[config.mk]
export PLATFORM = sky130hd
export DESIGN_NAME = seq_detect_param
export DESIGN_NICKNAME = d
export VERILOG_FILES = /design/src/rtl/seq_detect_param.sv
export SDC_FILE = /design/constraint.sdc
export NUM_CORES = 1
export LEC_CHECK = 0
export BUFFER_PORTS_ARGS = -buffer_cell sky130_fd_sc_hd__buf_2
export CAP_MARGIN = 20
export CORE_AREA = 2 2 40 42
export CTS_CLUSTER_DIAMETER = 30
export DETAILED_ROUTE_END_ITERATION = 6
export DIE_AREA = 0 0 42 44
export MAX_ROUTING_LAYER = met4
export PLACE_DENSITY = 0.69
export RECOVER_POWER = 50
export SYNTH_ARGS = -nofsm -noshare
export SYNTH_HDL_FRONTEND = slang
export SYNTH_SLANG_ARGS = --single-unit
[constraint.sdc]
create_clock -name clk -period 3.1 [get_ports clk]
set_clock_uncertainty 0.05 [all_clocks]
set_input_delay 0.62 -clock clk [delete_from_list [all_inputs] [get_ports clk]]
set_output_delay 0.62 -clock clk [all_outputs]
set_load 0.01 [all_outputs]
[src/rtl/seq_detect_param.sv]
// Parametrised serial pattern detector with KMP-derived transitions,
// Mealy/Moore output, overlap control and a saturating match counter.
module seq_detect_param #(
    parameter int              PAT_W   = 5,
    parameter logic [PAT_W-1:0] PATTERN = 5'b11011,
    parameter bit              OVERLAP = 1'b1,
    parameter bit              MOORE   = 1'b0,
    parameter int              CNT_W   = 8,
    localparam int             STW     = $clog2(PAT_W + 1)
) (
    input  logic             clk,
    input  logic             clear,
    input  logic             din_valid,
    input  logic             din,
    input  logic             count_clr,
    output logic             dout,
    output logic [STW-1:0]   present_state,
    output logic [CNT_W-1:0] match_count
);

    if (PAT_W < 2 || PAT_W > 16) begin : g_bad_pat_w
        $error("seq_detect_param: PAT_W must be within 2..16");
    end

    function automatic int border_fn();
        int  b;
        bit  ok;
        b = 0;
        for (int k = 1; k < PAT_W; k++) begin
            ok = 1'b1;
            for (int j = 0; j < k; j++) begin
                if (PATTERN[PAT_W-1-j] != PATTERN[k-1-j]) ok = 1'b0;
            end
            if (ok) b = k;
        end
        return b;
    endfunction

    localparam int BRD = border_fn();

    // seq[0] is the oldest bit: the matched prefix followed by the new bit.
    function automatic int next_fn(input int s, input bit b);
        logic [16:0] seq;
        int          res;
        bit          ok;
        seq = '0;
        res = 0;
        for (int i = 0; i < s; i++) seq[i] = PATTERN[PAT_W-1-i];
        seq[s] = b;
        for (int k = 1; k <= s + 1; k++) begin
            if (k <= PAT_W) begin
                ok = 1'b1;
                for (int j = 0; j < k; j++) begin
                    if (seq[s+1-k+j] != PATTERN[PAT_W-1-j]) ok = 1'b0;
                end
                if (ok) res = k;
            end
        end
        if (res == PAT_W && !MOORE) res = OVERLAP ? BRD : 0;
        return res;
    endfunction

    logic [STW-1:0] nxt0 [PAT_W];
    logic [STW-1:0] nxt1 [PAT_W];

    for (genvar s = 0; s < PAT_W; s++) begin : g_tab
        localparam int N0 = next_fn(s, 1'b0);
        localparam int N1 = next_fn(s, 1'b1);
        assign nxt0[s] = STW'(N0);
        assign nxt1[s] = STW'(N1);
    end

    logic [STW-1:0]   state_q, state_d;
    logic [CNT_W-1:0] count_q, count_d;
    logic             dout_q, dout_d;
    logic [STW-1:0]   s_eff;
    logic [STW-1:0]   nxt;
    logic             mealy_hit;
    logic             detect;

    always_comb begin
        s_eff = state_q;
        if (MOORE && state_q == STW'(PAT_W)) begin
            s_eff = OVERLAP ? STW'(BRD) : '0;
        end
        nxt = '0;
        for (int i = 0; i < PAT_W; i++) begin
            if (s_eff == STW'(i)) nxt = din ? nxt1[i] : nxt0[i];
        end
        mealy_hit = din_valid && (state_q == STW'(PAT_W - 1))
                    && (din == PATTERN[0]);
        detect  = MOORE ? (din_valid && nxt == STW'(PAT_W)) : mealy_hit;
        state_d = din_valid ? nxt : state_q;
        dout_d  = MOORE ? (state_d == STW'(PAT_W)) : 1'b0;
        count_d = count_q;
        if (detect && count_q != {CNT_W{1'b1}}) begin
            count_d = count_q + CNT_W'(1);
        end
        if (count_clr) count_d = '0;
    end

    always_ff @(posedge clk or posedge clear) begin
        if (clear) begin
            state_q <= '0;
            count_q <= '0;
            dout_q  <= 1'b0;
        end else begin
            state_q <= state_d;
            count_q <= count_d;
            dout_q  <= dout_d;
        end
    end

    assign dout          = MOORE ? dout_q : mealy_hit;
    assign present_state = state_q;
    assign match_count   = count_q;

endmodule

==> impl_metrics.csv <==
group,metric,value,unit
status,status,"complete, no violations",
layout,final_nets,87,
worst_setup_path,slowest_stage,"dfrtp_1",
floorplan,die_w,42,um
yosys,synth_edf_count,0,
worst_setup_path,path_buf_inv,2,
global_routing,grt_max_degree,12,
floorplan,core,0.00142,mm2
yosys,avgSynthCellArea,10.1,um2
min_path,min_path_type,"input pin to asynchronous set/reset pin",
clock_network,holdBufCountCts,0,
sta,slew_headroom,0.705,
floorplan,io_pins,17,
routing,via_per_inst,5.51,
worst_setup_path,cp.arrival,1.52,ns
power,combPwrFrac,0.219,
floorplan,std_cell_rows,14,
routing,ant_nets,0,
power,switching_share,0.314,
yosys,ys_ff_latch,11,
sta,post-route-period-util,0.706,
worst_setup_path,cp_top_family,"simple AND/OR/NAND/NOR gates",
worst_setup_path,critPathCaptureType,"output port",
sta,max_slew.worst_pin.slew,0.438,ns
sta,hold_violations,0,
sta,rsz0062_at_grt,"false",
global_routing,grt_pass1_vias,477,
routing,vias,529,
yosys,ys.flop_type,"dfrtp_1",
worst_setup_path,cp_cell_sequence,"nand4b_1 > or2_0 > inv_1 > buf_2",
clock_network,postCtsResizedCells,0,
clock_network,cts_tree,"built",
clock_network,cts_sinks,11,
routing,routedWlPerCell,12.9,um
power,seq_power_share,0.509,
sta,min_period,2.19,ns
worst_setup_path,startpoint_type,"flop",
power,clockPowerShare,0.273,
yosys,syn_inst,61,
flow_run,cap_violations,0,
yosys,synthXorXnorAreaFrac,0.0427,
sta,fmax,457,MHz
power,p_leak,0.354,nW
power,intPower,251,uW
yosys,synth_nets,67,
routing,drc,0,
routing,wirelength,1.24,mm
placed_design,placed_area,712,um2
layout,final_cell_area,733,um2
yosys,synthArstFlopShare,1.00,
clock_network,clk_latency,0.27,ns
yosys,ys_types,27,
power,power_density,499,mW/mm2
clock_network,clockBufferDepth,2,
floorplan,initial_core_util,0.434,
power,power,366,uW
clock_network,htreeDepth,1,
yosys,ys_seq_area_frac,0.447,
global_routing,gr-usage-all-layers,0.150,
layout,diodes,0,
sta,hold_ws,0.281,ns
power,p_sw,115,uW
sta,tns,0,ns
global_routing,antenna_found_initial,0,
worst_setup_path,critical_path_required,2.43,ns
power,ir_worst_vdd,0.322,mV
sta,setup_viol,0,
yosys,muxShareOfSynthArea,0.104,
yosys,synth_fa_ha_area_frac,0.0203,
placed_design,portBuffers,16,
placed_design,place_congestion,0.745,
global_routing,grt_pass1_wl,2.03,mm
routing,drt_iter0_drc,14,
sta,drv_slew,0,
floorplan,dieArea,0.00185,mm2
yosys,ys_warn_count,0,
clock_network,numCtsBuffers,3,
layout,drive_gt1_frac,0.263,
worst_setup_path,slowest_delay,0.43,ns
routing,drt_pre_antenna_iters,4,
yosys,synth_compound_area_frac,0.110,
clock_network,cts-root-buf,"clkbuf_4",
yosys,yosys.area_share.simple,0.246,
worst_setup_path,crit_type,"flop to output port",
yosys,synth_top_family_by_area,"simple AND/OR/NAND/NOR gates",
worst_setup_path,r2r_cells,4,
clock_network,clk_pin_slew_worst_paths,0.07,ns
global_routing,overflow,0,
placed_design,hpwlAfterDp,933,um
layout,syn_to_final_growth,19.1,%
floorplan,die_h,44,um
yosys,syn_area,616,um2
clock_network,post_cts_buffers,0,
worst_setup_path,cp_max_fo,6,
worst_setup_path,cp_num_cells,4,
==> power by group through the flow <==
stage / Combinational [mW] / Sequential (mW) / Clock, mW
4_1_cts: 0.0821 / 0.188 / 0.101
6_report: 0.0800 / 0.186 / 0.0998
3_3_place_gp: 0.0800 / 0.188 / 0
3_5_place_dp: 0.0819 / 0.191 / 0
5_1_grt: 0.0884 / 0.191 / 0.110
2_1_floorplan: 0.0473 / 0.192 / 0
==> state kept, by name, indices dropped and copies added (netlist names) <==
name           flops
present_state      3
match_count        8
==> kinds of logic after synthesis <==
| kind of cell | count (synthesis) |
|---|---|
| buf+inv | 5 |
| flops | 11 |
| mux | 6 |
| xor+xnor | 3 |
| simple gates | 25 |
| compound gates | 10 |
| fa+ha+maj | 1 |
==> final timing paths <==
path	slack (ns)	endpoint	start
setup reg to reg	1.31	match_count[5]	present_state[0]
min in group clk	0.51	present_state[2]	present_state[2]
setup / recovery	0.91	dout	present_state[0]
hold reg to reg	0.51	present_state[2]	present_state[2]
max in group asynchronous	2.42	match_count[6]	clear
hold / removal	0.28	present_state[0]	clear
==> cells in the final DEF, fill, tap and decap left out, drive strengths merged <==
master | netlist | layout
a311oi | 2 | 2
a21oi | 2 | 2
clkbuf | 1 | 6
ha | 1 | 1
nand3 | 2 | 2
nand2b | 2 | 2
mux2 | 3 | 3
nor2 | 6 | 6
nor4 | 1 | 1
dfrtp | 11 | 11
xor2 | 1 | 1
nor2b | 2 | 2
and2 | 2 | 2
inv | 4 | 4
o21ai | 1 | 1
and3 | 2 | 2
nand4b | 1 | 1
and4b | 1 | 1
mux2i | 3 | 3
a2111oi | 1 | 1
or2 | 2 | 2
nand4 | 2 | 2
buf | 0 | 14
nor3 | 2 | 2
a31oi | 4 | 4
xnor2 | 2 | 2
==> synthesized netlist by cell type, types with 2 or more instances <==
cell type   n  share of area
dfrtp_1    11           0.45
nor2_1      6          0.037
a31oi_1     4          0.041
inv_1       4          0.024
mux2i_1     3          0.049
a21oi_1     2          0.016
a311oi_1    2          0.028
and2_1      2          0.020
and3_1      2          0.020
mux2_2      2          0.037
nand2b_1    2          0.020
nand3_1     2          0.016
nand4_1     2          0.020
nor2b_1     2          0.020
nor3_1      2          0.016
xnor2_1     2          0.028
==> per-stage QoR <==
step | util | worst slack (ns) | cells
finish | 0.517 | 0.910 | 96
detailed placement | 0.502 | 1.01 | 92
CTS | 0.520 | 0.967 | 96
global route | 0.517 | 0.813 | 96
global placement | 0.502 | 1.03 | 92
floorplan | - | 1.30 | 61
==> cell type report <==
type / instances / area (um2)
Inverter: 4 / 15.0
Sequential cell: 11 / 275
Timing Repair Buffer: 16 / 77.6
Tap cell: 16 / 20.0
Multi-Input combinational cell: 45 / 319
Fill cell: 145 / 686
Clock buffer: 4 / 26.3
==> worst register-to-register path, delay by kind of cell, from the launching register on <==
kind | cells | cell delay (ns)
simple gates | 3 | 0.85
mux | 1 | 0.35
flops | 1 | 0.43
==> metal layers <==
metal  track usage  wire (um)  share of wire
met5             -          0              0
met1         0.187        597           0.48
met2         0.253        586           0.47
met4        0.0387         10         0.0081
met3        0.0250         47          0.038
Power figures use the tool's default switching activity.
